File: src/rtl/eddy_current_sensor_sequencer_pkg.sv
// Shared definitions for the eddy-current sensor conversion sequencer:
// FSM state codes, the default ADC result width and the recovery hold length.
package eddy_current_sensor_sequencer_pkg;

    // AD4011 result width
    localparam int DATA_W_DEF   = 18;

    // Cycles spent in RECOVER after the kick pulse, with events ignored
    localparam int RECOVER_HOLD = 2;

    typedef enum logic [1:0] {
        ST_IDLE    = 2'd0,
        ST_START   = 2'd1,
        ST_BUSY    = 2'd2,
        ST_RECOVER = 2'd3
    } state_e;

endpackage

File: src/rtl/eddy_current_sensor_sequencer_decimator.sv
// Trigger qualification and decimation: turns PWM carrier pulses into
// conversion requests, firing on every (decim+1)-th event accepted in IDLE.
module ecs_trigger_decimator (
    input  logic       clk,
    input  logic       rst_n,
    input  logic       trig_high_i,
    input  logic       trig_low_i,
    input  logic [1:0] trig_mask_i,
    input  logic       enable_i,
    input  logic [7:0] decim_i,
    input  logic       idle_i,
    output logic       fire_o,
    output logic       dropped_o
);

    logic       event_w;
    logic       wrap_w;
    logic [7:0] dec_cnt_q;
    logic [7:0] dec_cnt_d;

    // Qualify events and advance the decimation count only for events seen in IDLE.
    // ">=" rather than "==" so that lowering decim below the count fires on the next event.
    always_comb begin
        event_w   = enable_i & ((trig_high_i & trig_mask_i[0]) | (trig_low_i & trig_mask_i[1]));
        wrap_w    = (dec_cnt_q >= decim_i);
        fire_o    = event_w & idle_i & wrap_w;
        dropped_o = event_w & ~idle_i;
        dec_cnt_d = dec_cnt_q;
        if (event_w && idle_i) begin
            dec_cnt_d = wrap_w ? 8'd0 : dec_cnt_q + 8'd1;
        end
    end

    // Decimation counter register
    always_ff @(posedge clk or negedge rst_n) begin
        if (!rst_n) begin
            dec_cnt_q <= 8'd0;
        end else begin
            dec_cnt_q <= dec_cnt_d;
        end
    end

endmodule

File: src/rtl/eddy_current_sensor_sequencer.sv
// Conversion sequencer for the AD4011 SPI master: issues one start pulse per
// selected PWM carrier event, guards each conversion with a watchdog, latches
// the X/Y results and keeps overrun / timeout / sample counters for software.
module eddy_current_sensor_sequencer
    import eddy_current_sensor_sequencer_pkg::*;
#(
    parameter int DATA_W = DATA_W_DEF,
    parameter int TMO_W  = 16,
    parameter int CNT_W  = 16
) (
    input  logic              clk,
    input  logic              rst_n,
    input  logic              enable,
    input  logic              trig_high,
    input  logic              trig_low,
    input  logic [1:0]        trig_mask,
    input  logic [7:0]        decim,
    input  logic [TMO_W-1:0]  timeout_cycles,
    input  logic              spi_done,
    input  logic [DATA_W-1:0] spi_data_x,
    input  logic [DATA_W-1:0] spi_data_y,
    output logic              spi_start,
    output logic [DATA_W-1:0] data_x,
    output logic [DATA_W-1:0] data_y,
    output logic              data_valid,
    output logic [CNT_W-1:0]  sample_count,
    output logic [7:0]        overrun_cnt,
    output logic [7:0]        timeout_cnt,
    output logic              busy
);

    function automatic logic [7:0] sat_inc8(input logic [7:0] v);
        return (v == 8'hFF) ? v : v + 8'd1;
    endfunction

    state_e            state_q, state_d;
    logic [TMO_W-1:0]  wdog_q, wdog_d;
    logic [1:0]        hold_q, hold_d;
    logic              spi_done_q;
    logic              spi_start_q, spi_start_d;
    logic [DATA_W-1:0] data_x_q, data_x_d;
    logic [DATA_W-1:0] data_y_q, data_y_d;
    logic              valid_q, valid_d;
    logic [CNT_W-1:0]  sample_q, sample_d;
    logic [7:0]        ovr_q, ovr_d;
    logic [7:0]        tmo_q, tmo_d;

    logic fire;
    logic dropped;
    logic done_rise;
    logic tmo_hit;

    ecs_trigger_decimator u_decim (
        .clk         (clk),
        .rst_n       (rst_n),
        .trig_high_i (trig_high),
        .trig_low_i  (trig_low),
        .trig_mask_i (trig_mask),
        .enable_i    (enable),
        .decim_i     (decim),
        .idle_i      (state_q == ST_IDLE),
        .fire_o      (fire),
        .dropped_o   (dropped)
    );

    // Next-state, watchdog, result latching and counters.
    // spi_start is registered: it is set on the edge that enters START or RECOVER.
    always_comb begin
        state_d     = state_q;
        wdog_d      = wdog_q;
        hold_d      = hold_q;
        spi_start_d = 1'b0;
        data_x_d    = data_x_q;
        data_y_d    = data_y_q;
        valid_d     = 1'b0;
        sample_d    = sample_q;
        tmo_d       = tmo_q;
        // Events arriving during the RECOVER hold are ignored, not counted as overruns
        ovr_d       = (dropped && (state_q != ST_RECOVER)) ? sat_inc8(ovr_q) : ovr_q;
        done_rise   = spi_done & ~spi_done_q;
        tmo_hit     = (timeout_cycles != '0) && (wdog_q == timeout_cycles - TMO_W'(1));

        case (state_q)
            ST_IDLE: begin
                if (fire) begin
                    state_d     = ST_START;
                    spi_start_d = 1'b1;
                end
            end
            ST_START: begin
                wdog_d  = '0;
                state_d = ST_BUSY;
            end
            ST_BUSY: begin
                wdog_d = wdog_q + TMO_W'(1);
                // A completion in the expiry cycle still counts as a good sample
                if (done_rise) begin
                    state_d  = ST_IDLE;
                    data_x_d = spi_data_x;
                    data_y_d = spi_data_y;
                    valid_d  = 1'b1;
                    sample_d = sample_q + CNT_W'(1);
                end else if (tmo_hit) begin
                    state_d     = ST_RECOVER;
                    tmo_d       = sat_inc8(tmo_q);
                    spi_start_d = 1'b1;
                    hold_d      = 2'd0;
                end
            end
            ST_RECOVER: begin
                // First cycle carries the kick pulse, then RECOVER_HOLD quiet cycles
                if (hold_q == 2'(RECOVER_HOLD)) begin
                    state_d = ST_IDLE;
                end else begin
                    hold_d = hold_q + 2'd1;
                end
            end
            default: begin
                state_d = ST_IDLE;
            end
        endcase
    end

    // State, watchdog and output registers
    always_ff @(posedge clk or negedge rst_n) begin
        if (!rst_n) begin
            state_q     <= ST_IDLE;
            wdog_q      <= '0;
            hold_q      <= 2'd0;
            spi_done_q  <= 1'b0;
            spi_start_q <= 1'b0;
            data_x_q    <= '0;
            data_y_q    <= '0;
            valid_q     <= 1'b0;
            sample_q    <= '0;
            ovr_q       <= 8'd0;
            tmo_q       <= 8'd0;
        end else begin
            state_q     <= state_d;
            wdog_q      <= wdog_d;
            hold_q      <= hold_d;
            spi_done_q  <= spi_done;
            spi_start_q <= spi_start_d;
            data_x_q    <= data_x_d;
            data_y_q    <= data_y_d;
            valid_q     <= valid_d;
            sample_q    <= sample_d;
            ovr_q       <= ovr_d;
            tmo_q       <= tmo_d;
        end
    end

    assign spi_start    = spi_start_q;
    assign data_x       = data_x_q;
    assign data_y       = data_y_q;
    assign data_valid   = valid_q;
    assign sample_count = sample_q;
    assign overrun_cnt  = ovr_q;
    assign timeout_cnt  = tmo_q;
    assign busy         = (state_q != ST_IDLE);

endmodule

File: config.mk
export PLATFORM = sky130hd
export DESIGN_NAME = eddy_current_sensor_sequencer
export DESIGN_NICKNAME = d
export VERILOG_FILES = /design/src/rtl/eddy_current_sensor_sequencer_pkg.sv /design/src/rtl/eddy_current_sensor_sequencer_decimator.sv /design/src/rtl/eddy_current_sensor_sequencer.sv
export SDC_FILE = /design/constraint.sdc
export NUM_CORES = 1
export LEC_CHECK = 0
export BUFFER_PORTS_ARGS = -buffer_cell sky130_fd_sc_hd__buf_4
export CAP_MARGIN = 20
export CORE_MARGIN = 5
export CORE_UTILIZATION = 59
export CTS_BUF_LIST = sky130_fd_sc_hd__clkbuf_4
export DETAILED_ROUTE_END_ITERATION = 7
export GPL_ROUTABILITY_DRIVEN = 0
export PLACE_DENSITY = 0.95
export SETUP_SLACK_MARGIN = 0.2
export SLEW_MARGIN = 20
export SYNTH_ARGS = -nofsm -noshare
export SYNTH_HDL_FRONTEND = slang
export SYNTH_SLANG_ARGS = --single-unit
File: constraint.sdc
create_clock -name clk -period 4.92 [get_ports clk]
set_clock_uncertainty 0.15 [all_clocks]
set_input_delay 0.984 -clock clk [delete_from_list [all_inputs] [get_ports clk]]
set_output_delay 0.984 -clock clk [all_outputs]
set_load 0.02 [all_outputs]
# Yosys cells after proc, flatten, opt, wreduce, memory -nomap -nowiden
# Index checks and enable logic that the tools add are counted.
# W data, S select, Z words.
[word_totals]
register_bits = 99
in_bits = 68
output_inout_bits = 71
wordCells = 77
[classes]
n_addsub = 7
n_lt_le_gt_ge = 1
eq_ne = 14
muxes = 17
bitwise = 13
n_reduce_logical = 13
[op_table]
columns = ["cell", "n"]
rows = [
  ["$add A16 B1 Y16 const B", 2],
  ["$pmux W16 S2", 1],
  ["$add A8 B1 Y8 const B", 3],
  ["$eq A16 B16 Y1", 1],
  ["$eq A8 B8 Y1 const B", 2],
  ["$reduce_bool A16 Y1", 1],
  ["$sub A16 B1 Y16 const B", 1],
  ["$mux W2", 7],
  ["$ne A2 B2 Y1 const B", 6],
  ["$ge A8 B8 Y1", 1],
  ["$mux W8", 1],
  ["$pmux W2 S4", 1],
  ["$reduce_and A4 Y1", 2],
  ["$and A1 B1 Y1", 7],
  ["$eq A2 B2 Y1 const B", 3],
  ["$reduce_bool A2 Y1", 3],
  ["$mux W1", 5],
  ["$not A1 Y1", 5],
  ["$pmux W2 S2", 1],
  ["$reduce_and A2 Y1", 2],
  ["$logic_and A1 B1 Y1", 3],
  ["$ne A3 B3 Y1 const B", 1],
  ["$reduce_and A3 Y1", 1],
  ["$add A2 B1 Y2 const B", 1],
  ["4 further kinds", 4],
]

# Longest topological paths before layout
# Gate-level depths: netlist of the first run.
[depth]
ltp_word = 7
ltp_mapped = 10
ltp_nobuf = 10

# Modules after synthesis
# Synthesis of the first run repeated with hierarchy kept, for this count alone.
[unflattened]
hier_cells = 488
hier_area_um2 = 5325.1
[modules_own_cells]
columns = ["mod", "instances", "cells_each", "area_per_inst_um2", "seq_area_each_um2"]
rows = [
  ["eddy_current_sensor_sequencer", 1, 417, 4674.5, 2277.2],
  ["ecs_trigger_decimator", 1, 71, 650.6, 200.2],
]

# Least setup slack after synthesis of the first run
# Ideal clock, no wire load.
[synth_path]
kind = "input-to-reg"
start = "input timeout_cycles[4]"
end = "register hold_q[1]"
setup_ns = 0.128
arrival_time_ns = 3.076
required_time_ns = 4.642
setup_slack_ns = 1.566
stages = 8
path_buffers = 1
cell_sequence = "or4_1 > buf_2 > nor4_1 > xnor2_1 > nand3_1 > or2_0 > o32a_1 > mux2_1"
[synth_between]
elab_chain_cells = 5
elab_cells_between_ends = 6
cone_classes = "add/sub (1); eq/ne (2); reduce/logical (3)"
[synth_lines]
columns = ["element", "line", "text"]
rows = [
  ["start: declaration", "eddy_current_sensor_sequencer.sv:18", "input logic [TMO_W-1:0] timeout_cycles,"],
  ["$sub A16 B1 Y16", "eddy_current_sensor_sequencer.sv:81", "tmo_hit = (timeout_cycles != '0) && (wdog_q == timeout_cycles - TMO_W'(1));"],
  ["$eq A16 B16 Y1", "eddy_current_sensor_sequencer.sv:81", ""],
  ["$logic_and A1 B1 Y1 *", "eddy_current_sensor_sequencer.sv:81", ""],
  ["$ne A2 B2 Y1 (no source line) *", "-", ""],
  ["$reduce_and A4 Y1 (no source line) *", "-", ""],
  ["end signal: assignment", "eddy_current_sensor_sequencer.sv:141", "hold_q <= hold_d;"],
  ["end: declaration", "eddy_current_sensor_sequencer.sv:38", "logic [1:0] hold_q, hold_d;"],
]
# Mark *: on every way between the ends. The rest lies on a longest branch, timed or not.
# A chain may end at the register's enable or synchronous reset.

# Final worst setup path of the first run
[layout_path]
start = "input timeout_cycles[0]"
end = "register hold_q[1]"
# The elaborated chain is that of the path after synthesis.

==> results of run 1 <==
==> state kept, by name, summed over array words and instances (netlist names) <==
name               flops
data_y                18
data_valid             1
wdog_q                16
spi_done_q             1
sample_count          16
u_decim.dec_cnt_q      8
data_x                18
timeout_cnt            8
overrun_cnt            8
spi_start              1
hold_q                 2
state_q                2
==> routing by layer <==
| layer | GRT usage (%) | routed length, um | up-vias |
|---|---|---|---|
| li1 | - | - | 2127 |
| met1 | 29.7 | 5050 | 2103 |
| met2 | 39.8 | 6420 | 146 |
| met3 | 3.35 | 691 | 23 |
| met4 | 9.26 | 245 | 0 |
| met5 | 0 | 0 | - |
==> worst max-delay path, delay by kind of cell <==
family	cells	cell delay (ns)
AOI/OAI and AO/OA	1	0.38
adders and majority gates	1	0.20
buffers and inverters	2	0.22
and+or+nand+nor	4	1.20
muxes	1	0.32
xor gates and xnor gates	1	0.16
==> logic make-up after synthesis <==
family,Yosys count,share of synthesized area [%]
and+or+nand+nor,267,25.4
xor gates and xnor gates,62,10.6
AOI/OAI and AO/OA,55,7.03
buffers and inverters,40,3.00
muxes,5,1.05
adders and majority gates,19,4.64
DFF,99,48.3
==> worst max path at each step <==
stage                 startpoint             end  slack [ns]  cells past startpoint
6_report       timeout_cycles[0]       hold_q[1]        1.64                     10
5_1_grt        timeout_cycles[0]  timeout_cnt[3]        1.50                     10
4_1_cts        timeout_cycles[0]       hold_q[1]        1.67                     10
3_5_place_dp   timeout_cycles[0]       hold_q[1]        1.18                     10
3_3_place_gp   timeout_cycles[0]       hold_q[1]        1.33                     10
2_1_floorplan  timeout_cycles[4]       hold_q[1]        1.57                      8
==> cell type report <==
cell class                      instances  area (um2)
Fill cell                             600        2180
Timing Repair Buffer                  140        1050
Inverter                               25        93.8
Sequential cell                        99        2480
Clock inverter                          6        83.8
Clock buffer                           10        75.1
Antenna cell                            1        2.50
Tap cell                              108         135
Multi-Input combinational cell        408        2500
==> placed cells by master (no fill, tap or decap), types with 2 or more instances in the layout <==
cell      count
nand2_1     141
buf_4       140
dfrtp_1      99
xnor2_1      42
inv_1        25
nand3_1      22
nand4_1      21
xor2_1       20
nor2_1       19
ha_1         19
o21ai_0      15
a21oi_1      11
nor3_1       10
clkbuf_4     10
and3_1        9
nand2b_1      6
nor2b_1       5
or3_1         5
nor4_1        5
a21o_1        3
o211ai_1      3
and4_1        3
o31ai_1       3
o22ai_1       3
and3b_1       2
nor4_2        2
a31oi_1       2
and2_1        2
mux2i_1       2
or2_2         2
mux2_1        2
a211oi_1      2
clkinv_4      2
==> synth_stat cells, types with 3 or more instances <==
cell      instances
nand3_1          22
dfrtp_1          99
inv_1            25
or3_1             5
o31ai_1           3
nor3_1           10
nor2_1           19
a21o_1            3
o22ai_1           3
xnor2_1          42
xor2_1           20
a21oi_1          11
o21ai_0          15
nor4_1            5
nand2_1         141
o211ai_1          3
and3_1            9
buf_2             3
clkbuf_1         12
nand4_1          21
and4_1            3
ha_1             19
nand2b_1          6
nor2b_1           5
==> where the power goes <==
| part | switching [mW] | internal [mW] | total [mW] |
|---|---|---|---|
| clock | 0.287 | 0.173 | 0.460 |
| combinational | 0.645 | 0.451 | 1.10 |
| sequential | 0.170 | 1.03 | 1.20 |
==> per-stage QoR <==
step	hold slack (ns)	setup WS [ns]
4_1_cts	0.339	1.67
2_1_floorplan	0.318	1.57
5_1_grt	0.383	1.50
3_3_place_gp	0.310	1.33
6_report	0.338	1.64
3_5_place_dp	0.314	1.18
==> results.md, run 1 <==
* Status: finished clean
* Number of buffers added on ports at 138
* Global router's overall resource usage at 23.2%
* Fin. Hold Viols at 0
* Hold_buf cts at 0
* Syn Area/Cell at 9.37 um2
* Fin crit period at 3.28 ns
* Max Fanout on Critical Path at 5
* Initial Util at 59.7%
* Clock transition at path regs at 0.18 ns
* Main synth FF type: dfrtp_1
* Final instance area at 6410 um2
* Die ar. at 10700 um2
* Ys async rst share at between 90% and 100%
* Max cap viols at 0
* Core Rows at 34
* R2R depth at 10
* Die H at between 100 and 150 um
* Top cells by area, synth: dfrtp_1, nand2_1, xnor2_1
* Clock tree sinks at between 90 and 100
* Crit path kind: in -> reg
* Largest net degree at the start of global routing at 70
* Synth Register Bits at 99
* Area delta synth->final at 25.1%
* CTS Buf Count at 9
* Pwr dens at roughly 430 nW/um2
* Via density at 5.52
* Fin crit share at roughly 67%
* Post-synth EDFFs at 0
* Core Footprint at 8590 um2
* Setup TNS at 0 ns
* CP max stage delay at 0.51 ns
* Leakage at about 3.2 nW
* Placed Instances at 780
* Synth top area share at 48.3%
* Total setup buffers inserted after CTS at 0
* HP Class: reg -> reg
* Fmax at about 300 MHz
* RSZ-0062 raised after global routing: no
* Layout Cells excl Fill at 797
* Total global routing overflow at 0
* Vias in the first global route at 4374
* Endpoints failing setup at 0
* Crit path cell chain: buf_4 -> inv_1 -> ha_1 -> or3b_2 -> nor4_1 -> xnor2_1 -> nand3_1 -> or2_0 -> o32a_1 -> mux2_1
* Slew headroom at 37.2%
* Utilization after layout at 74.7%
* Ys Warns at 0
* Hold path start: sample_count[15]
* Netlist Area Pre-Place at between 5000 and 6000 um2
* Syn Nets at 634
* Average wire per standard cell at about 16 um
* Max Root-Sink Buffers at 2
* Worst skew pair latency at 0.44 ns
* CTS tree: done
* Layout cells sized above 1 at approximately 25%
* Hpwl dp at 9370 um
* Worst Path Arrival at 3.45 ns
* Die X at 103 um
* Post-DP Area at 6250 um2
* Residual DRC at 0
* NumNets Final at 770
* FF-to-FF End: sample_count[13]
* Worst Hold Path Cells at 1
* Slowest cell on the critical path: or3b_2
* Flop2flop setup slack at around 1.9 ns
* Startpoint Class: input pin
* First-pass GRT wire length at just under 20000 um
* Cell taking the most area after synthesis: dfrtp_1
* Slew @ Worst Pin at 0.941 ns
* Final WL at between 10000 and 15000 um
* Total vias in the final route at ~4400
* Crit path required time at about 5.1 ns
* # H-tree levels at 3
* Post-synthesis sequential area ratio at 48.3%
* Post-synthesis cell count at ~550
* Worst Hold End: sample_count[15]
* Drt first pass iters at 5
* Synth cell types at 59
* DRT iter0 DRCs at ~250
* CTS root buffer: clkbuf_4
* Post-CTS sizing at 0
* Power, Total at ~2.8 mW
* ANT nets after route at 0
* Initial antenna violation count at 1
* # IOs at 139
* Worst R2R Start: state_q[0]
* Final slew viol count at 0
* VDD IR max at 0.000303 V
* CP Capture Type: register
Note: power is estimated with default switching activity, not from simulation.
==> inputs of run 2 (changes only) <==
Settings changed: CORE_UTILIZATION 59 to 49, PLACE_DENSITY 0.95 to 0.86.
Clock period 4.92 ns to 3 ns, I/O delays scaled along.
==> results.md, run 2 (synthesis gave the netlist of run 1 again) <==
* Via density at between 5 and 6
* Post-place setup slack at -0.103 ns
* Core Footprint at 10300 um2
* Clock tree sinks at 99
* Drt first pass iters at 4
* Crit path cell chain: buf_4 -> buf_4 -> or4_4 -> nor3_1 -> nand3b_1 -> nand4_1 -> buf_4 -> nor4_4 -> buf_6 -> mux2_1
* Critical path buffer and inverter count at 4
* Final WL at 13100 um
* Total net switching power at 1.80 mW
* Max Fanout on Critical Path at 8
* Worst Path Arrival at 2.86 ns
* # IOs at 139
* Core Rows at 37
* R2R depth at 8
* CP Capture Type: register
* Power share of the combinational group at 41.7%
* Residual DRC at 0
* Slew @ Worst Pin at 0.557 ns
* Worst Hold End: spi_done_q
* Commonest non-fill, non-tap cell in the layout: buf_4
* Average wire per standard cell at 15.6 um
* CTS root buffer: clkbuf_4
* Largest net degree at the start of global routing at 45
* Total vias in the final route at 4509
* Worst R2R Start: wdog_q[5]
* Crit path kind: in -> reg
* Final worst setup slack at 0.330 ns
* Global router's overall resource usage at a little over a fifth
* Leakage at 3.29 nW
* HP Class: in -> reg
* Fin crit period at 2.67 ns
* Hold path start: spi_done
* Worst skew pair latency at around 0.45 ns
* Number of buffers added on ports at approximately 140
* Most frequent cells in the layout: buf_4, nand2_1, dfrtp_1, xnor2_1, inv_1
* Flop2flop setup slack at 0.36 ns
* Die ar. at around 13000 um2
* Area delta synth->final at 28.7%
* # H-tree levels at 3
* Flop pwr share at 44.4%
* Delay-heaviest family, CP: simple AND/OR/NAND/NOR gates
* Slowest cell on the critical path: or4_4
* Cell internal pwr at 2.63 mW
* Worst Hold Path Cells at 1
* Vias in the first global route at 4695
* Final slew viol count at 0
* Fin. Hold Viols at 0
* Switch share at 40.6%
* CTS Buf Count at 9
* Initial antenna violation count at 1
* FF-to-FF End: timeout_cnt[1]
* Max Root-Sink Buffers at 2
* First-pass GRT wire length at ~22000 um
* CP max stage delay at between 0.5 and 0.6 ns
* Initial Util at approximately half
* Setup TNS at 0 ns
* RSZ-0062 raised after global routing: no
* Total global routing overflow at 0
* Clock power share at 13.9%
* DRT iter0 DRCs at 202
* Slew headroom at 62.9%
* Startpoint Class: input pin
* Pwr dens at 670 nW/um2
* Status: finished clean
* Die X at 112 um
* Fin crit share at 89.0%
* Endpoints failing setup at 0
* Layout cells sized above 1 at 27.2%
* CP dominant cell by count: buf_4
* Clock transition at path regs at between 0.1 and 0.15 ns
* Crit path required time at 3.19 ns
* Hpwl dp at 10100 um
* Max cap viols at 0
* Die H at 112 um
* ANT nets after route at 0
* VDD IR max at 0.000395 V
* Total setup buffers inserted after CTS at 0
* CTS tree: done
* Fmax at 375 MHz
* NumNets Final at about 800
-- run 2: metal layers --
metal / wire (um) / global-route usage, % / up-vias
li1: - / - / 2163
met1: 5240 / 25.2 / 2157
met2: 6810 / 36.7 / 145
met3: 665 / 4.20 / 44
met4: 426 / 9.38 / 0
met5: 0 / 0 / -
-- run 2: power groups by stage --
stage	combinational (mW)	clock, mW	sequential (mW)
finish	1.84	0.615	1.96
global route	2.01	0.694	2.02
CTS	1.85	0.629	1.96
detailed placement	1.85	0	1.99
global placement	1.78	0	1.96
floorplan	0.655	0	2.30
-- run 2: worst max path at each step --
stage	slack (ns)	cells after the start	to	startpoint
global placement	-0.01	11	timeout_cnt[1]	timeout_cycles[0]
global route	0.19	12	timeout_cnt[5]	timeout_cycles[0]
finish	0.33	10	timeout_cnt[1]	timeout_cycles[1]
detailed placement	-0.10	11	timeout_cnt[1]	timeout_cycles[0]
floorplan	0.08	9	hold_q[1]	timeout_cycles[0]
CTS	0.39	11	timeout_cnt[1]	timeout_cycles[0]
-- run 2: metrics by stage --
stage	util [%]	hold slack, ns	cells	instance area [um2]	total power [mW]
global route	64.2	0.0945	842	6600	4.72
finish	64.2	0.114	842	6600	4.42
floorplan	-	0.154	547	5150	2.95
global placement	62.7	0.309	825	6440	3.74
detailed placement	62.7	0.314	825	6440	3.83
CTS	63.8	0.0978	841	6560	4.44
-- run 2: final cells by class --
| cell class | count | area (um2) |
|---|---|---|
| clock inverters | 6 | 40.0 |
| multi-input cells | 408 | 2540 |
| clock buffers | 9 | 67.6 |
| inverters | 25 | 93.8 |
| flip-flops and latches | 99 | 2480 |
| diodes | 1 | 2.50 |
| repair buffers | 158 | 1200 |
| well taps | 136 | 170 |
| fillers | 812 | 3680 |
-- run 2: timing repair --
action                     4_1_cts  5_1_grt
setup endpoints to repair        0        8
hold endpoints to repair        40        0
hold buffers                     1        0
resized for setup                0        7
-- run 2: worst register-to-register path: stages (launching register included) --
cell	delay, ns
dfrtp_1	0.52
or4b_1	0.48
nor3_1	0.20
nand3b_1	0.15
nand4_1	0.13
buf_4	0.18
nor4_4	0.25
buf_6	0.16
mux2_1	0.32
